`src/rtl/acc_cpu_core_if.sv`:
```
// Memory bus between acc_cpu_core (master) and the instruction/data memory (slave).
// Handshake: the master raises mem_req with adrs, rw and dout stable and keeps
// them stable until the slave answers. The access completes in the cycle where
// mem_req and mem_ack are both high; mem_ack while mem_req is low means nothing.
interface acc_cpu_core_if #(
  parameter int DW = 8,
  parameter int AW = 8
);
  logic [DW+7:0] din;
  logic          mem_ack;
  logic          mem_req;
  logic          rw;
  logic [AW-1:0] adrs;
  logic [DW-1:0] dout;

  modport master (input din, mem_ack, output mem_req, rw, adrs, dout);
  modport slave  (output din, mem_ack, input mem_req, rw, adrs, dout);
endinterface

```
`src/rtl/acc_cpu_core.sv`:
```
// Parametrised accumulator CPU core: IR, PC, accumulator, ALU, registered
// carry/zero flags and a START/FETCH/EXEC/MEM/HALT control FSM talking to
// memory through a req/ack bus with arbitrary wait states.
module acc_cpu_core #(
  parameter int            DW       = 8,
  parameter int            AW       = 8,
  parameter logic [AW-1:0] RESET_PC = '0
) (
  input  logic           clk,
  input  logic           clr,
  acc_cpu_core_if.master bus,
  output logic           carry,
  output logic           zero,
  output logic           halted,
  output logic [2:0]     dbg_state
);

  if (AW < 1 || AW > DW) begin : g_bad_aw
    $error("acc_cpu_core: AW must be in 1..DW");
  end

  typedef enum logic [2:0] {
    S_START = 3'd0,
    S_FETCH = 3'd1,
    S_EXEC  = 3'd2,
    S_MEM   = 3'd3,
    S_HALT  = 3'd4
  } state_t;

  localparam logic [7:0] OP_LDI  = 8'h01;
  localparam logic [7:0] OP_LDA  = 8'h02;
  localparam logic [7:0] OP_STA  = 8'h03;
  localparam logic [7:0] OP_ADD  = 8'h04;
  localparam logic [7:0] OP_ADDI = 8'h05;
  localparam logic [7:0] OP_SUB  = 8'h06;
  localparam logic [7:0] OP_AND  = 8'h07;
  localparam logic [7:0] OP_OR   = 8'h08;
  localparam logic [7:0] OP_XOR  = 8'h09;
  localparam logic [7:0] OP_JMP  = 8'h0A;
  localparam logic [7:0] OP_JZ   = 8'h0B;
  localparam logic [7:0] OP_JC   = 8'h0C;
  localparam logic [7:0] OP_HLT  = 8'h0D;

  state_t        state, state_nxt;
  logic [AW-1:0] pc, pc_nxt;
  logic [DW+7:0] ir, ir_nxt;
  logic [DW-1:0] acc, acc_nxt;
  logic          carry_nxt, zero_nxt;
  logic [DW:0]   alu;

  logic [7:0]    opcode;
  logic [DW-1:0] operand;
  logic [DW-1:0] mdata;

  assign opcode    = ir[DW+7:DW];
  assign operand   = ir[DW-1:0];
  assign mdata     = bus.din[DW-1:0];
  assign bus.dout  = acc;
  assign dbg_state = state;

  // State and datapath registers; clr abandons any access in flight.
  always_ff @(posedge clk) begin
    if (clr) begin
      state <= S_START;
      pc    <= RESET_PC;
      ir    <= '0;
      acc   <= '0;
      carry <= 1'b0;
      zero  <= 1'b0;
    end else begin
      state <= state_nxt;
      pc    <= pc_nxt;
      ir    <= ir_nxt;
      acc   <= acc_nxt;
      carry <= carry_nxt;
      zero  <= zero_nxt;
    end
  end

  // Next-state, datapath updates and bus outputs; ALU result carries the flag in bit DW.
  always_comb begin
    state_nxt   = state;
    pc_nxt      = pc;
    ir_nxt      = ir;
    acc_nxt     = acc;
    carry_nxt   = carry;
    zero_nxt    = zero;
    alu         = '0;
    bus.mem_req = 1'b0;
    bus.rw      = 1'b1;
    bus.adrs    = pc;
    halted      = 1'b0;

    case (state)
      S_START: state_nxt = S_FETCH;

      S_FETCH: begin
        bus.mem_req = 1'b1;
        if (bus.mem_ack) begin
          ir_nxt    = bus.din;
          pc_nxt    = pc + AW'(1);
          state_nxt = S_EXEC;
        end
      end

      S_EXEC: begin
        state_nxt = S_FETCH;
        case (opcode)
          OP_LDI: begin
            acc_nxt  = operand;
            zero_nxt = (operand == '0);
          end
          OP_ADDI: begin
            alu       = {1'b0, acc} + {1'b0, operand};
            acc_nxt   = alu[DW-1:0];
            carry_nxt = alu[DW];
            zero_nxt  = (alu[DW-1:0] == '0);
          end
          OP_JMP: pc_nxt = operand[AW-1:0];
          OP_JZ:  if (zero)  pc_nxt = operand[AW-1:0];
          OP_JC:  if (carry) pc_nxt = operand[AW-1:0];
          OP_HLT: state_nxt = S_HALT;
          OP_LDA, OP_STA, OP_ADD, OP_SUB, OP_AND, OP_OR, OP_XOR: state_nxt = S_MEM;
          default: ;
        endcase
      end

      S_MEM: begin
        bus.mem_req = 1'b1;
        bus.adrs    = operand[AW-1:0];
        bus.rw      = (opcode != OP_STA);
        case (opcode)
          OP_ADD:  alu = {1'b0, acc} + {1'b0, mdata};
          OP_SUB:  alu = {1'b0, acc} - {1'b0, mdata};
          OP_AND:  alu = {1'b0, acc & mdata};
          OP_OR:   alu = {1'b0, acc | mdata};
          OP_XOR:  alu = {1'b0, acc ^ mdata};
          default: alu = {1'b0, mdata};
        endcase
        if (bus.mem_ack) begin
          state_nxt = S_FETCH;
          if (opcode != OP_STA) begin
            acc_nxt  = alu[DW-1:0];
            zero_nxt = (alu[DW-1:0] == '0);
            if (opcode != OP_LDA) carry_nxt = alu[DW];
          end
        end
      end

      S_HALT: halted = 1'b1;

      default: state_nxt = S_START;
    endcase
  end

endmodule

```
`src/flat_wrapper.sv`:
```
// flat-port wrapper written by rule: the top's interface ports become plain ports
module acc_cpu_core_flat 
#(
  parameter int            DW       = 8,
  parameter int            AW       = 8,
  parameter logic [AW-1:0] RESET_PC = '0
)
  (clk, clr, carry, zero, halted, dbg_state, bus_din, bus_mem_ack, bus_mem_req, bus_rw, bus_adrs, bus_dout);
  acc_cpu_core_if #(.DW(DW), .AW(AW)) bus_i ();
  input  logic clk;
  input  logic clr;
  output logic carry;
  output logic zero;
  output logic halted;
  output logic [2:0] dbg_state;
  input wire logic [$bits(bus_i.din)-1:0] bus_din;
  input wire logic [$bits(bus_i.mem_ack)-1:0] bus_mem_ack;
  output wire logic [$bits(bus_i.mem_req)-1:0] bus_mem_req;
  output wire logic [$bits(bus_i.rw)-1:0] bus_rw;
  output wire logic [$bits(bus_i.adrs)-1:0] bus_adrs;
  output wire logic [$bits(bus_i.dout)-1:0] bus_dout;
  assign bus_i.din = bus_din;
  assign bus_i.mem_ack = bus_mem_ack;
  assign bus_mem_req = bus_i.mem_req;
  assign bus_rw = bus_i.rw;
  assign bus_adrs = bus_i.adrs;
  assign bus_dout = bus_i.dout;
  acc_cpu_core #(.DW(DW), .AW(AW), .RESET_PC(RESET_PC)) u_core (.clk(clk), .clr(clr), .bus(bus_i), .carry(carry), .zero(zero), .halted(halted), .dbg_state(dbg_state));
endmodule
```
`config.mk`:
```
export PLATFORM = sky130hd
export DESIGN_NAME = acc_cpu_core_flat
export DESIGN_NICKNAME = d
export VERILOG_FILES = /design/src/rtl/acc_cpu_core_if.sv /design/src/rtl/acc_cpu_core.sv /design/src/flat_wrapper.sv
export SDC_FILE = /design/constraint.sdc
export NUM_CORES = 1
export LEC_CHECK = 0
export ABC_AREA = 1
export CORE_MARGIN = 3
export CORE_UTILIZATION = 63
export CTS_BUF_LIST = sky130_fd_sc_hd__clkbuf_4 sky130_fd_sc_hd__clkbuf_8
export CTS_CLUSTER_SIZE = 8
export DETAILED_ROUTE_END_ITERATION = 8
export PLACE_DENSITY = 0.95
export SYNTH_ARGS = -nofsm -noshare
export SYNTH_HDL_FRONTEND = slang
export SYNTH_SLANG_ARGS = --single-unit
export TNS_END_PERCENT = 5
```
`constraint.sdc`:
```
create_clock -name clk -period 5.9 [get_ports clk]
set_input_delay 0.885 -clock clk [delete_from_list [all_inputs] [get_ports clk]]
set_output_delay 0.885 -clock clk [all_outputs]
set_load 0.02 [all_outputs]
```
==> flow_summary.ini <==
[status]
outcome = complete, no violations

[clock_tree]
clk_path_buf_depth = 2
htree_levels = 2
path_clk_slew_ns = 0.08
clkSinkCount = 37
cts_setup_buffers = 0
cts_tree = done
cts_buffers = 5
hold_buffers = 0
clockRootBuffer = clkbuf_8
ctsResizeCount = 0
clkLatencyLatePin_ns = 0.30

[synthesis]
synth_top_area_share_pct = 21.1
syn_area_per_cell_um2 = 6.06
yosysSeqAreaShare_pct = 21.1
syn-cell-area_mm2 = 0.00352
syn_inst = 580
ys_ff_latch = 37
yosysWarningCount = 0
ys_types = 33
yosysTopAreaCell = dfxtp_1
netlist_top_cells_area = dfxtp_1 21%, nand2_1 15%, ha_1 12%
syn_nets = 635

[critical_path]
rr_startpoint = u_core.ir[14]
ff2ff_setup_slack_ns = 2.80
rr_worst_depth = 22
path_cells = nor2_1 -> nand2_1 -> clkinv_1 -> o21ai_0 -> clkdlybuf4s50_1
cp-end-kind = primary output
cp_top_family = buffers and inverters
worstPathArrival_ns = 3.01
required_ns = 5.02
r2r-end = u_core.zero
slowest_delay_ns = 0.66
cpMaxStageDelayCell = clkinv_1
worst-path-stages = 5
path_buf_inv = 2
critPathMaxFanout = 21
timing.critical_path.from_type = flip-flop
worstSetupPathType = reg -> out

[flow_run]
drv_cap = 0

[global_route]
gr-total-overflow = 0
grt_pass1_vias = 3615
grt_start_max_net_pins = 34
antenna_found_initial = 0
grt_pass1_wl_mm = 16.8
grt_util_all_layers_pct = 32.5

[min_path]
hold_path.class = reg -> reg
hp-start = u_core.pc[2]
holdPathStages = 2
hold_end = u_core.pc[2]

[cells_and_area]
syn2layout_area_growth_pct = 15.9
regArea_um2 = 741
final_cell_mix = 144 x nand2_1, 82 x inv_1, 60 x nor2_1, 50 x o21ai_0
multi_input_area_mm2 = 0.00238
antenna_cells = 0
fin_util_pct = 77.8
final_nets = 672
layout_commonest_cell = nand2_1
n_fill_cell = 404
finalNonFillerCells = 688
drive_gt1_share_pct = 4.37

[floorplanning]
die-width_um = 80.7
num_io_pins = 43
coreArea_mm2 = 0.00524
floorplan.initialDensity_pct = 67.2
rows = 26
dieArea_mm2 = 0.00651
die_h_um = 80.7

[timing]
tightest_slew_ns = 0.899
slew_viol_final = 0
layout_setup_ws_ns = 2.00
setup_tns_ns = 0
slew-limit-headroom_pct = 40.0
finalSetupViolations = 0
skew_ns = 0.0101
fmax_mhz = 257
hold_viol = 0
grt_setup_unrepaired = no
fin_crit_sh_pct = 66.1
fin_crit_ns = 3.90

[pwr]
p_per_area_mw_per_mm2 = 188
finalPower_uw = 767
ir_worst_vdd_v = 0.000149
p_leak_uw = 0.00191

[route]
route.detailed.drc = 0
drt-initial-drc-count = 397
drtPass1Iterations = 5
wirelength_mm = 9.99
drtAntennaViolNets = 0
vias_per_cell = 5.83
routedWlPerCell_um = 14.5
vias = 4008

[place]
dp_slack_ns = 2.13
place_inst = 680
place.gp.congestion = 0.988
hpwl_mm = 7.57
port_buffers = 42
-- worst max-delay path by stage --
stage / startpoint / to / slack (ns)
after floorplan: bus_din[1] / u_core.zero / 2.99
after global routing: u_core.dbg_state[2] / bus_adrs[7] / 1.72
after CTS: u_core.dbg_state[2] / bus_adrs[7] / 2.09
after detailed placement: bus_din[0] / u_core.zero / 2.13
final: u_core.dbg_state[2] / bus_adrs[7] / 2.00
after global placement: bus_din[1] / u_core.zero / 2.30
-- cells by family (layout without fill, tap and decap cells) --
group | after synthesis | count (layout) | synth area share (%)
buffers and inverters | 101 | 139 | 11.3
AND/OR/NAND/NOR | 284 | 284 | 35.3
adder cells (fa/ha/maj) | 36 | 36 | 13.2
XOR/XNOR | 8 | 8 | 1.99
AO/OA/AOI/OAI | 114 | 114 | 17.0
flip-flops | 37 | 37 | 21.1
-- per-stage QoR --
stage / hold WS (ns) / cell area [um^2]
after floorplan: 0.459 / 3520
after global placement: 0.474 / 3960
after detailed placement: 0.481 / 3960
after CTS: 0.493 / 4080
after global routing: 0.517 / 4080
final: 0.493 / 4080
-- report_power, final --
group          internal, uW  switching [uW]
Clock                   127             103
Combinational          93.0             153
Sequential              267            24.4
-- cells in the mapped netlist (all sizes together) --
cell	count
clkbuf	9
o311ai	1
a31oi	10
dfxtp	37
o211ai	3
fa	2
nor4	1
buf	4
ha	34
nand2b	1
xnor2	1
nor2	69
a22oi	1
o22ai	2
a21oi	44
nand2	147
xor2	7
inv	87
nand3b	4
clkinv	1
nand3	44
o21ai	53
nand4	10
or2	1
nor3	7
-- tightest hold or removal path: cells and delay by family (launching register included) --
kind                   cells  cell delay (ns)
AOI/OAI and AO/OA          1             0.06
buffers and inverters      1             0.07
DFF                        1             0.33
-- registers in the layout, indices dropped and copies added, names as in the netlist --
signal	cells
u_core.zero	1
u_core.dbg_state	3
u_core.pc	8
u_core.bus.dout	8
u_core.carry	1
u_core.ir	16
-- area by class of cell --
cell class / count / area share, %
clock buffer: 5 / 1.69
timing repair buffer: 43 / 10.5
inverter: 88 / 8.10
multi-input combinational: 442 / 58.3
sequential: 37 / 18.2
tap: 70 / 2.15
clock inverter: 3 / 1.07
-- metal layers --
layer | wire length, um | global-route usage, %
met1 | 4270 | 43.6
met2 | 4610 | 55.0
met3 | 924 | 4.04
met4 | 178 | 8.61
met5 | 0 | 0
No activity file was read; power rests on OpenSTA's default activity.
